## config.mk

```make
export PLATFORM = sky130hd
export DESIGN_NAME = byte_serializer
export DESIGN_NICKNAME = d
export VERILOG_FILES = /design/src/rtl/byte_serializer.sv
export SDC_FILE = /design/constraint.sdc
export NUM_CORES = 1
export LEC_CHECK = 0
export CAP_MARGIN = 30
export CORE_UTILIZATION = 33
export DETAILED_ROUTE_END_ITERATION = 8
export SLEW_MARGIN = 0
export SYNTH_ARGS = -nofsm -noshare
export SYNTH_HDL_FRONTEND = slang
export SYNTH_SLANG_ARGS = --single-unit
```

## constraint.sdc

```tcl
create_clock -name clk -period 3.32 [get_ports clk]
set_input_delay 0.664 -clock clk [delete_from_list [all_inputs] [get_ports clk]]
set_output_delay 0.664 -clock clk [all_outputs]
set_load 0.01 [all_outputs]
```

## src/rtl/byte_serializer.sv

```systemverilog
// byte_serializer
// Buffers 32-bit words (with a byte count) in a small FIFO and emits them one
// byte per clock, LSB first, on a registered dout / ren_n / dout_last strobe.
// A downstream stall pauses emission without losing or repeating bytes.
module byte_serializer #(
  parameter int DEPTH = 2
) (
  input  logic        clk,
  input  logic        rst_n,
  input  logic        in_valid,
  output logic        in_ready,
  input  logic [31:0] in_data,
  input  logic [1:0]  in_len,
  input  logic        stall,
  output logic [7:0]  dout,
  output logic        ren_n,
  output logic        dout_last,
  output logic        busy
);

  // Pointer index width; the extra MSB on each pointer is the wrap bit.
  localparam int AW = (DEPTH > 2) ? $clog2(DEPTH) : 1;

  typedef enum logic [0:0] {
    ST_IDLE = 1'b0,
    ST_SEND = 1'b1
  } state_e;

  // Byte lane picker for the working word.
  function automatic logic [7:0] select_byte(input logic [31:0] word,
                                             input logic [1:0]  idx);
    logic [7:0] b;
    case (idx)
      2'd0:    b = word[7:0];
      2'd1:    b = word[15:8];
      2'd2:    b = word[23:16];
      2'd3:    b = word[31:24];
      default: b = 8'h00;
    endcase
    return b;
  endfunction

  // FIFO storage and pointers
  logic [31:0] word_mem_q [DEPTH];
  logic [1:0]  len_mem_q  [DEPTH];
  logic [AW:0] wr_ptr_q, wr_ptr_d;
  logic [AW:0] rd_ptr_q, rd_ptr_d;
  logic [AW-1:0] wr_idx_s, rd_idx_s;
  logic        fifo_empty_s;
  logic        fifo_full_s;
  logic        push_s;
  logic        pop_s;
  logic [31:0] head_word_s;
  logic [1:0]  head_len_s;

  // Serializer state
  state_e      state_q, state_d;
  logic [31:0] word_q, word_d;
  logic [1:0]  len_q, len_d;
  logic [1:0]  idx_q, idx_d;
  logic        last_byte_s;

  // Registered output strobe
  logic [7:0]  dout_q, dout_d;
  logic        ren_n_q, ren_n_d;
  logic        last_q, last_d;

  assign wr_idx_s     = wr_ptr_q[AW-1:0];
  assign rd_idx_s     = rd_ptr_q[AW-1:0];
  assign fifo_empty_s = (wr_ptr_q == rd_ptr_q);
  assign fifo_full_s  = (wr_ptr_q[AW] != rd_ptr_q[AW]) &&
                        (wr_ptr_q[AW-1:0] == rd_ptr_q[AW-1:0]);
  assign head_word_s  = word_mem_q[rd_idx_s];
  assign head_len_s   = len_mem_q[rd_idx_s];

  // Acceptance is refused while reset is held so nothing sneaks in.
  assign in_ready = rst_n & ~fifo_full_s;
  assign push_s   = in_valid & in_ready;

  assign last_byte_s = (idx_q == len_q);

  assign dout      = dout_q;
  assign ren_n     = ren_n_q;
  assign dout_last = last_q;
  assign busy      = ~fifo_empty_s | (state_q == ST_SEND) | ~ren_n_q;

  // FIFO storage: written only on an accepted push, contents need no reset.
  always_ff @(posedge clk) begin
    if (push_s) begin
      word_mem_q[wr_idx_s] <= in_data;
      len_mem_q[wr_idx_s]  <= in_len;
    end
  end

  // FIFO pointer advance; push and pop are independent so occupancy holds on both.
  always_comb begin
    wr_ptr_d = wr_ptr_q;
    rd_ptr_d = rd_ptr_q;
    if (push_s) begin
      wr_ptr_d = wr_ptr_q + {{AW{1'b0}}, 1'b1};
    end else begin
      wr_ptr_d = wr_ptr_q;
    end
    if (pop_s) begin
      rd_ptr_d = rd_ptr_q + {{AW{1'b0}}, 1'b1};
    end else begin
      rd_ptr_d = rd_ptr_q;
    end
  end

  // Serializer next state: pop into the working word, then walk the byte index.
  always_comb begin
    state_d = state_q;
    word_d  = word_q;
    len_d   = len_q;
    idx_d   = idx_q;
    pop_s   = 1'b0;
    dout_d  = 8'h00;
    ren_n_d = 1'b1;
    last_d  = 1'b0;
    case (state_q)
      ST_IDLE: begin
        // Loading the working word is not gated by stall.
        if (!fifo_empty_s) begin
          pop_s   = 1'b1;
          word_d  = head_word_s;
          len_d   = head_len_s;
          idx_d   = 2'd0;
          state_d = ST_SEND;
        end else begin
          state_d = ST_IDLE;
        end
      end
      ST_SEND: begin
        if (!stall) begin
          dout_d  = select_byte(word_q, idx_q);
          ren_n_d = 1'b0;
          last_d  = last_byte_s;
          if (last_byte_s) begin
            // Chain straight into the next word so there is no bubble.
            if (!fifo_empty_s) begin
              pop_s   = 1'b1;
              word_d  = head_word_s;
              len_d   = head_len_s;
              idx_d   = 2'd0;
              state_d = ST_SEND;
            end else begin
              idx_d   = 2'd0;
              state_d = ST_IDLE;
            end
          end else begin
            idx_d = idx_q + 2'd1;
          end
        end else begin
          // Stalled: hold word and index, strobe stays inactive.
          state_d = ST_SEND;
        end
      end
      default: begin
        state_d = ST_IDLE;
        idx_d   = 2'd0;
      end
    endcase
  end

  // State, pointer and output registers with synchronous active-low reset.
  always_ff @(posedge clk) begin
    if (!rst_n) begin
      state_q  <= ST_IDLE;
      word_q   <= 32'h0000_0000;
      len_q    <= 2'd0;
      idx_q    <= 2'd0;
      wr_ptr_q <= {(AW+1){1'b0}};
      rd_ptr_q <= {(AW+1){1'b0}};
      dout_q   <= 8'h00;
      ren_n_q  <= 1'b1;
      last_q   <= 1'b0;
    end else begin
      state_q  <= state_d;
      word_q   <= word_d;
      len_q    <= len_d;
      idx_q    <= idx_d;
      wr_ptr_q <= wr_ptr_d;
      rd_ptr_q <= rd_ptr_d;
      dout_q   <= dout_d;
      ren_n_q  <= ren_n_d;
      last_q   <= last_d;
    end
  end

endmodule

```

==> results.json, run 1 <==
{
  "outcome": "complete, no violations",
  "slowest_delay_ps": 570,
  "routed_wirelength_mm": 8.74,
  "drt_iter0_markers": 241,
  "fin_crit_sh_pct": 81.3,
  "cp_num_buf_inv": 3,
  "ys_ff_latch": 120,
  "synthAdderAreaFrac_pct": 1.09,
  "slew_headroom_pct": 51.8,
  "synthMuxAreaShare_pct": 7.65,
  "num_antenna_cells": 0,
  "worst_pin_slew_ps": 722,
  "p_per_area_nw_per_um2": 846,
  "required_ps": 2660,
  "synthSimpleGateAreaFrac_pct": 7.00,
  "min_path_type": "reg2reg",
  "io_buffers": 49,
  "tns_ps": 0,
  "cp_data_arrival_time_ps": 2030,
  "synth_commonest_cells": "edfxtp_1 (68), dfxtp_1 (52), mux2i_1 (35), nand3_1 (35), o211a_1 (34)",
  "numCtsBuffers": 17,
  "clk_pin_slew_ps": 50,
  "leakage_uw": 0.00232,
  "clk_latency_ps": 410,
  "synth_top_area_cell": "edfxtp_1",
  "cp-end-kind": "output port",
  "pre_cts_ws_ps": 604,
  "drive_gt1_share_pct": 10.2,
  "finalSetupViolCount": 0,
  "cp_max_fo": 4,
  "fin_nets": 420,
  "ctsResizeCount": 0,
  "rows": 42,
  "syn_to_final_growth_pct": 27.7,
  "synth_top_family_by_area": "compound AO/OA/AOI/OAI gates",
  "clock_sinks": 120,
  "worst_slack_ps": 622,
  "ir_drop_v": 0.000370,
  "start_util_pct": 34.2,
  "hpwl_mm": 5.79,
  "drc_errors": 0,
  "synth.top_cell.area_share_pct": 44.6,
  "cp_slowest_cell": "clkdlybuf4s50_1",
  "synth_xor_area_share_pct": 1.50,
  "core_area_sq_um": 13400,
  "grt_pass1_wl_mm": 14.4,
  "vias": 2806,
  "overflow": 0,
  "io_pins": 50,
  "drtPass1Iterations": 5,
  "die_x_um": 120,
  "first_global_vias": 2866,
  "die_h_um": 120,
  "postSynthCellCount": 328,
  "synthTopCellsByArea": "edfxtp_1 (45%), dfxtp_1 (23%), mux2i_1 (7.7%), o211a_1 (7.4%), nand3_1 (3.8%)",
  "antenna_left": 0,
  "antenna_found_initial": 0,
  "cts_setup_buffers": 0,
  "clock-root-buffer": "clkbuf_16",
  "rsz0062_at_grt": "no",
  "synth_compound_area_share_pct": 12.2,
  "synth_edf_count": 68,
  "yosys.cell_types.count": 32,
  "crit_family": "buffers and inverters",
  "min_period_ps": 2700,
  "synth_most_common_cell": "edfxtp_1",
  "fin_skew_ps": 8.16,
  "wl_per_cell_um": 15.4,
  "gp_congestion": 0.822,
  "htree_levels": 4,
  "die_area_sq_um": 14300,
  "fmax_mhz": 371,
  "track_usage_pct": 13.3,
  "max_cap_violations": 0,
  "vias_per_cell": 4.95,
  "grt_max_degree": 44,
  "async_flop_share_pct": 0,
  "synth_area_sq_um": 4580,
  "cpMostUsedCell": "clkdlybuf4s50_1",
  "yosysWarnings": 0,
  "seq_area_frac_synth_pct": 67.4,
  "startpoint_type": "input pin",
  "cts_tree": "done",
  "worstPathCellList": "clkdlybuf4s50_1, inv_1, a21oi_1, clkdlybuf4s50_1",
  "hold_viol_final": 0,
  "critPathKind": "in2out",
  "cts_hold_buf": 0,
  "syn_area_per_cell_sq_um": 14.0,
  "slew_violations": 0,
  "clk_path_buf_depth": 2,
  "syn-num-nets": 370,
  "synthFlopType": "edfxtp_1"
}
-- worst reg2reg max path, stage by stage, from the launching register on --
cell     delay, ps
dfxtp_1        470
xnor2_1        190
a21bo_2        650
and2_1         550
buf_12         240
o211a_1        160
-- metal layers --
metal | routed length [um] | part of all wire, % | GRT usage, %
met1 | 4040 | 46 | 16.2
met2 | 4290 | 49 | 21.6
met3 | 305 | 3.5 | 3.90
met5 | 0 | 0 | 0
met4 | 104 | 1.2 | 6.33
-- metrics by stage --
step	instance area [sq um]	total power, uW	hold slack [ps]	utilization, %	cells
final	5840	4940	498	43.6	567
after global placement	5230	3130	483	39.0	534
after CTS	5840	5000	503	43.6	567
after detailed placement	5250	3170	491	39.2	535
after global routing	5840	5190	519	43.6	567
after floorplan	4580	2860	455	-	328
-- layout make-up --
class / instances / area [sq um]
Tap cell: 176 / 220
Clock buffer: 22 / 464
Timing Repair Buffer: 57 / 583
Sequential cell: 120 / 3080
Clock inverter: 10 / 125
Inverter: 4 / 15.0
Multi-Input combinational cell: 178 / 1350
Fill cell: 1234 / 7560
-- layout by cell type, fill, tap and decap left out, types with 2 or more instances in the layout --
| master | Yosys | layout |
|---|---|---|
| and2_1 | 2 | 2 |
| o21ai_1 | 2 | 2 |
| nand2_1 | 9 | 9 |
| nand3_1 | 35 | 35 |
| bufinv_16 | 0 | 3 |
| clkdlybuf4s50_1 | 0 | 49 |
| clkinv_2 | 0 | 4 |
| xnor2_1 | 4 | 4 |
| clkbuf_16 | 0 | 17 |
| xor2_1 | 2 | 2 |
| mux2i_1 | 35 | 35 |
| buf_4 | 1 | 6 |
| inv_1 | 4 | 4 |
| dfxtp_1 | 52 | 51 |
| o211a_1 | 34 | 34 |
| clkinv_1 | 0 | 2 |
| clkbuf_1 | 14 | 3 |
| a31oi_1 | 2 | 2 |
| nor2_1 | 19 | 18 |
| ha_1 | 4 | 4 |
| clkbuf_8 | 0 | 2 |
| a222oi_1 | 8 | 8 |
| o31ai_1 | 2 | 2 |
| edfxtp_1 | 68 | 68 |
| a21oi_1 | 10 | 10 |
-- sequential cells by signal (all words and copies together), names as in the netlist, named ones only --
signal,cells
rd_ptr_q,2
dout,8
len_mem_q,4
wr_ptr_q,2
word_q,32
len_q,2
ren_n,1
word_mem_q,64
state_q,1
dout_last,1
idx_q,2
-- report_power, final --
group / internal (uW) / switching (uW)
Clock: 1210 / 602
Sequential: 1830 / 170
Combinational: 524 / 608
Total: 3560 / 1380
-- worst paths after layout --
kind                                              start                 endpoint  slack, ps  depth (start not counted)
worst max register to register    idx_q[0]$_SDFFE_PN0P_  word_q[27]$_SDFFE_PN0P_       1010                          5
worst max-delay path                              rst_n                 in_ready        620                          4
worst min-delay path            word_q[20]$_SDFFE_PN0P_  word_q[20]$_SDFFE_PN0P_        500                          1
worst min register to register  word_q[20]$_SDFFE_PN0P_  word_q[20]$_SDFFE_PN0P_        500                          1
-- cell families (layout without fill, tap and decap cells) --
| family | after synthesis | in the layout |
|---|---|---|
| AO/OA/AOI/OAI | 63 | 63 |
| buffers and inverters | 30 | 93 |
| XOR/XNOR | 7 | 7 |
| AND/OR/NAND/NOR | 69 | 69 |
| flip-flops | 120 | 120 |
| adder cells (fa/ha/maj) | 4 | 4 |
| multiplexers | 35 | 35 |
No activity file was read; power rests on OpenSTA's default activity.
==> run 2: changes to the inputs <==
Clock period 3.32 ns to 2.33 ns, I/O delays scaled along.
==> results.json, run 2 (same netlist as run 1, synthesis figures left out) <==
{
  "clk_latency_ps": 410,
  "vias": 2773,
  "rows": 42,
  "rsz0062_at_grt": "no",
  "io_pins": 50,
  "max_cap_violations": 0,
  "track_usage_pct": 14.1,
  "fmax_mhz": 448,
  "combPwrFrac_pct": 23.3,
  "clk_path_buf_depth": 2,
  "slew_violations": 0,
  "min_path_type": "reg2reg",
  "startpoint_type": "flip-flop",
  "tns_ps": 0,
  "leakage_uw": 0.00237,
  "switching_share_pct": 28.0,
  "place_area_sq_um": 5330,
  "final_cell_area_sq_um": 5950,
  "clkPwrFrac_pct": 36.7,
  "endpoint": "busy",
  "cp_max_fo": 6,
  "htree_levels": 4,
  "slew_headroom_pct": 64.5,
  "reg2regPathDepth": 6,
  "fin_nets": 426,
  "wl_per_cell_um": 15.8,
  "grt_max_degree": 43,
  "clk_pin_slew_ps": 50,
  "mostFrequentLayoutCells": "edfxtp_1 (68), dfxtp_1 (49), clkdlybuf4s50_1 (48)",
  "largest-register": "word_mem_q",
  "critical_path.startpoint": "rd_ptr_q[0]$_SDFFE_PN0P_",
  "numCtsBuffers": 17,
  "die_h_um": 120,
  "drc_errors": 0,
  "hold_viol_final": 0,
  "final_common_cell": "edfxtp_1",
  "clock_sinks": 120,
  "antenna_found_initial": 0,
  "internal_power_uw": 5130,
  "io_buffers": 49,
  "cts_setup_buffers": 0,
  "drtPass1Iterations": 4,
  "num_antenna_cells": 0,
  "syn_to_final_growth_pct": 30.0,
  "power_frac_seq_pct": 40.0,
  "critPathKind": "reg2out",
  "fin_crit_sh_pct": 95.9,
  "power_switching_uw": 2000,
  "outcome": "complete, no violations",
  "hpwl_mm": 6.09,
  "rr_endpoint": "dout[7]$_SDFF_PP0_",
  "worst_slack_ps": 96.4,
  "pre_cts_ws_ps": 85.2,
  "cp-end-kind": "output port",
  "die_x_um": 120,
  "first_global_vias": 2890,
  "grt_pass1_wl_mm": 15.1,
  "drt_iter0_markers": 211,
  "r2r-start": "idx_q[0]$_SDFFE_PN0P_",
  "largest_reg_flops": 64,
  "antenna_left": 0,
  "p_per_area_nw_per_um2": 1200,
  "finalSetupViolCount": 0,
  "cp_data_arrival_time_ps": 1770,
  "min_period_ps": 2230,
  "worst_pin_slew_ps": 533,
  "cts_tree": "done",
  "vias_per_cell": 4.84,
  "gp_congestion": 0.779,
  "fin_skew_ps": 10.3,
  "ir_drop_v": 0.000437,
  "core_area_sq_um": 13400,
  "overflow": 0,
  "required_ps": 1860,
  "r2r_slack_ps": 600,
  "clock-root-buffer": "clkbuf_16",
  "drive_gt1_share_pct": 12.6,
  "die_area_sq_um": 14300,
  "start_util_pct": 34.2,
  "routed_wirelength_mm": 9.05
}
[run 2: cell types whose count changed in the layout (fill, tap and decap cells not counted), moves of 2 or more]
cell	delta
xor2_2	+2
buf_12	+4
buf_4	+3
dfxtp_2	+2
xor2_1	-2
dfxtp_1	-2
[run 2: through the flow]
step / std cells / power [uW] / hold slack (ps) / utilization [%]
finish: 573 / 7130 / 500 / 44.4
global route: 573 / 7520 / 514 / 44.4
CTS: 573 / 7210 / 494 / 44.3
detailed placement: 541 / 4570 / 482 / 39.8
global placement: 541 / 4530 / 472 / 39.8
floorplan: 328 / 4070 / 455 / -
[run 2: repair_timing]
action                                  CTS  global route
hold buffers                              0             0
resized for setup                         3             2
gates cloned                              0             0
endpoints found under the setup margin    1             2
[run 2: final cells by class]
class | instances | area, sq um
Clock buffer | 22 | 474
Timing Repair Buffer | 63 | 661
Tap cell | 176 | 220
Fill cell | 1228 | 7450
Sequential cell | 120 | 3090
Inverter | 4 | 15.0
Clock inverter | 10 | 124
Multi-Input combinational cell | 178 | 1370
[run 2: worst min-delay path by stage]
stage | start | endpoint | slack [ps] | cells after the start
4_1_cts | word_q[4]$_SDFFE_PN0P_ | dout[4]$_SDFF_PP0_ | 490 | 2
6_report | word_q[4]$_SDFFE_PN0P_ | dout[4]$_SDFF_PP0_ | 500 | 2
3_5_place_dp | word_q[4]$_SDFFE_PN0P_ | dout[4]$_SDFF_PP0_ | 480 | 2
2_1_floorplan | word_q[0]$_SDFFE_PN0P_ | dout[0]$_SDFF_PP0_ | 460 | 2
5_1_grt | word_q[22]$_SDFFE_PN0P_ | word_q[22]$_SDFFE_PN0P_ | 510 | 1
3_3_place_gp | word_q[0]$_SDFFE_PN0P_ | dout[0]$_SDFF_PP0_ | 470 | 2
[run 2: worst max-delay path, stage by stage (launching register included)]
cell and delay [ps]:
dfxtp_2 360, xor2_2 200, nor3_1 230, nand2_1 80, clkdlybuf4s50_1 480
[run 2: power by group through the flow]
| stage | logic, uW | registers, uW | clock network, uW |
|---|---|---|---|
| after floorplan | 1290 | 2780 | 0 |
| after global placement | 1650 | 2880 | 0 |
| after detailed placement | 1680 | 2890 | 0 |
| after CTS | 1690 | 2860 | 2660 |
| after global routing | 1860 | 2900 | 2760 |
| final | 1660 | 2860 | 2610 |
[run 2: per-layer routing]
metal | global-route usage (%) | share of wire (%)
met3 | 4.09 | 4.0
met5 | 0 | 0
met4 | 7.27 | 0.81
met2 | 22.2 | 50
met1 | 17.6 | 45
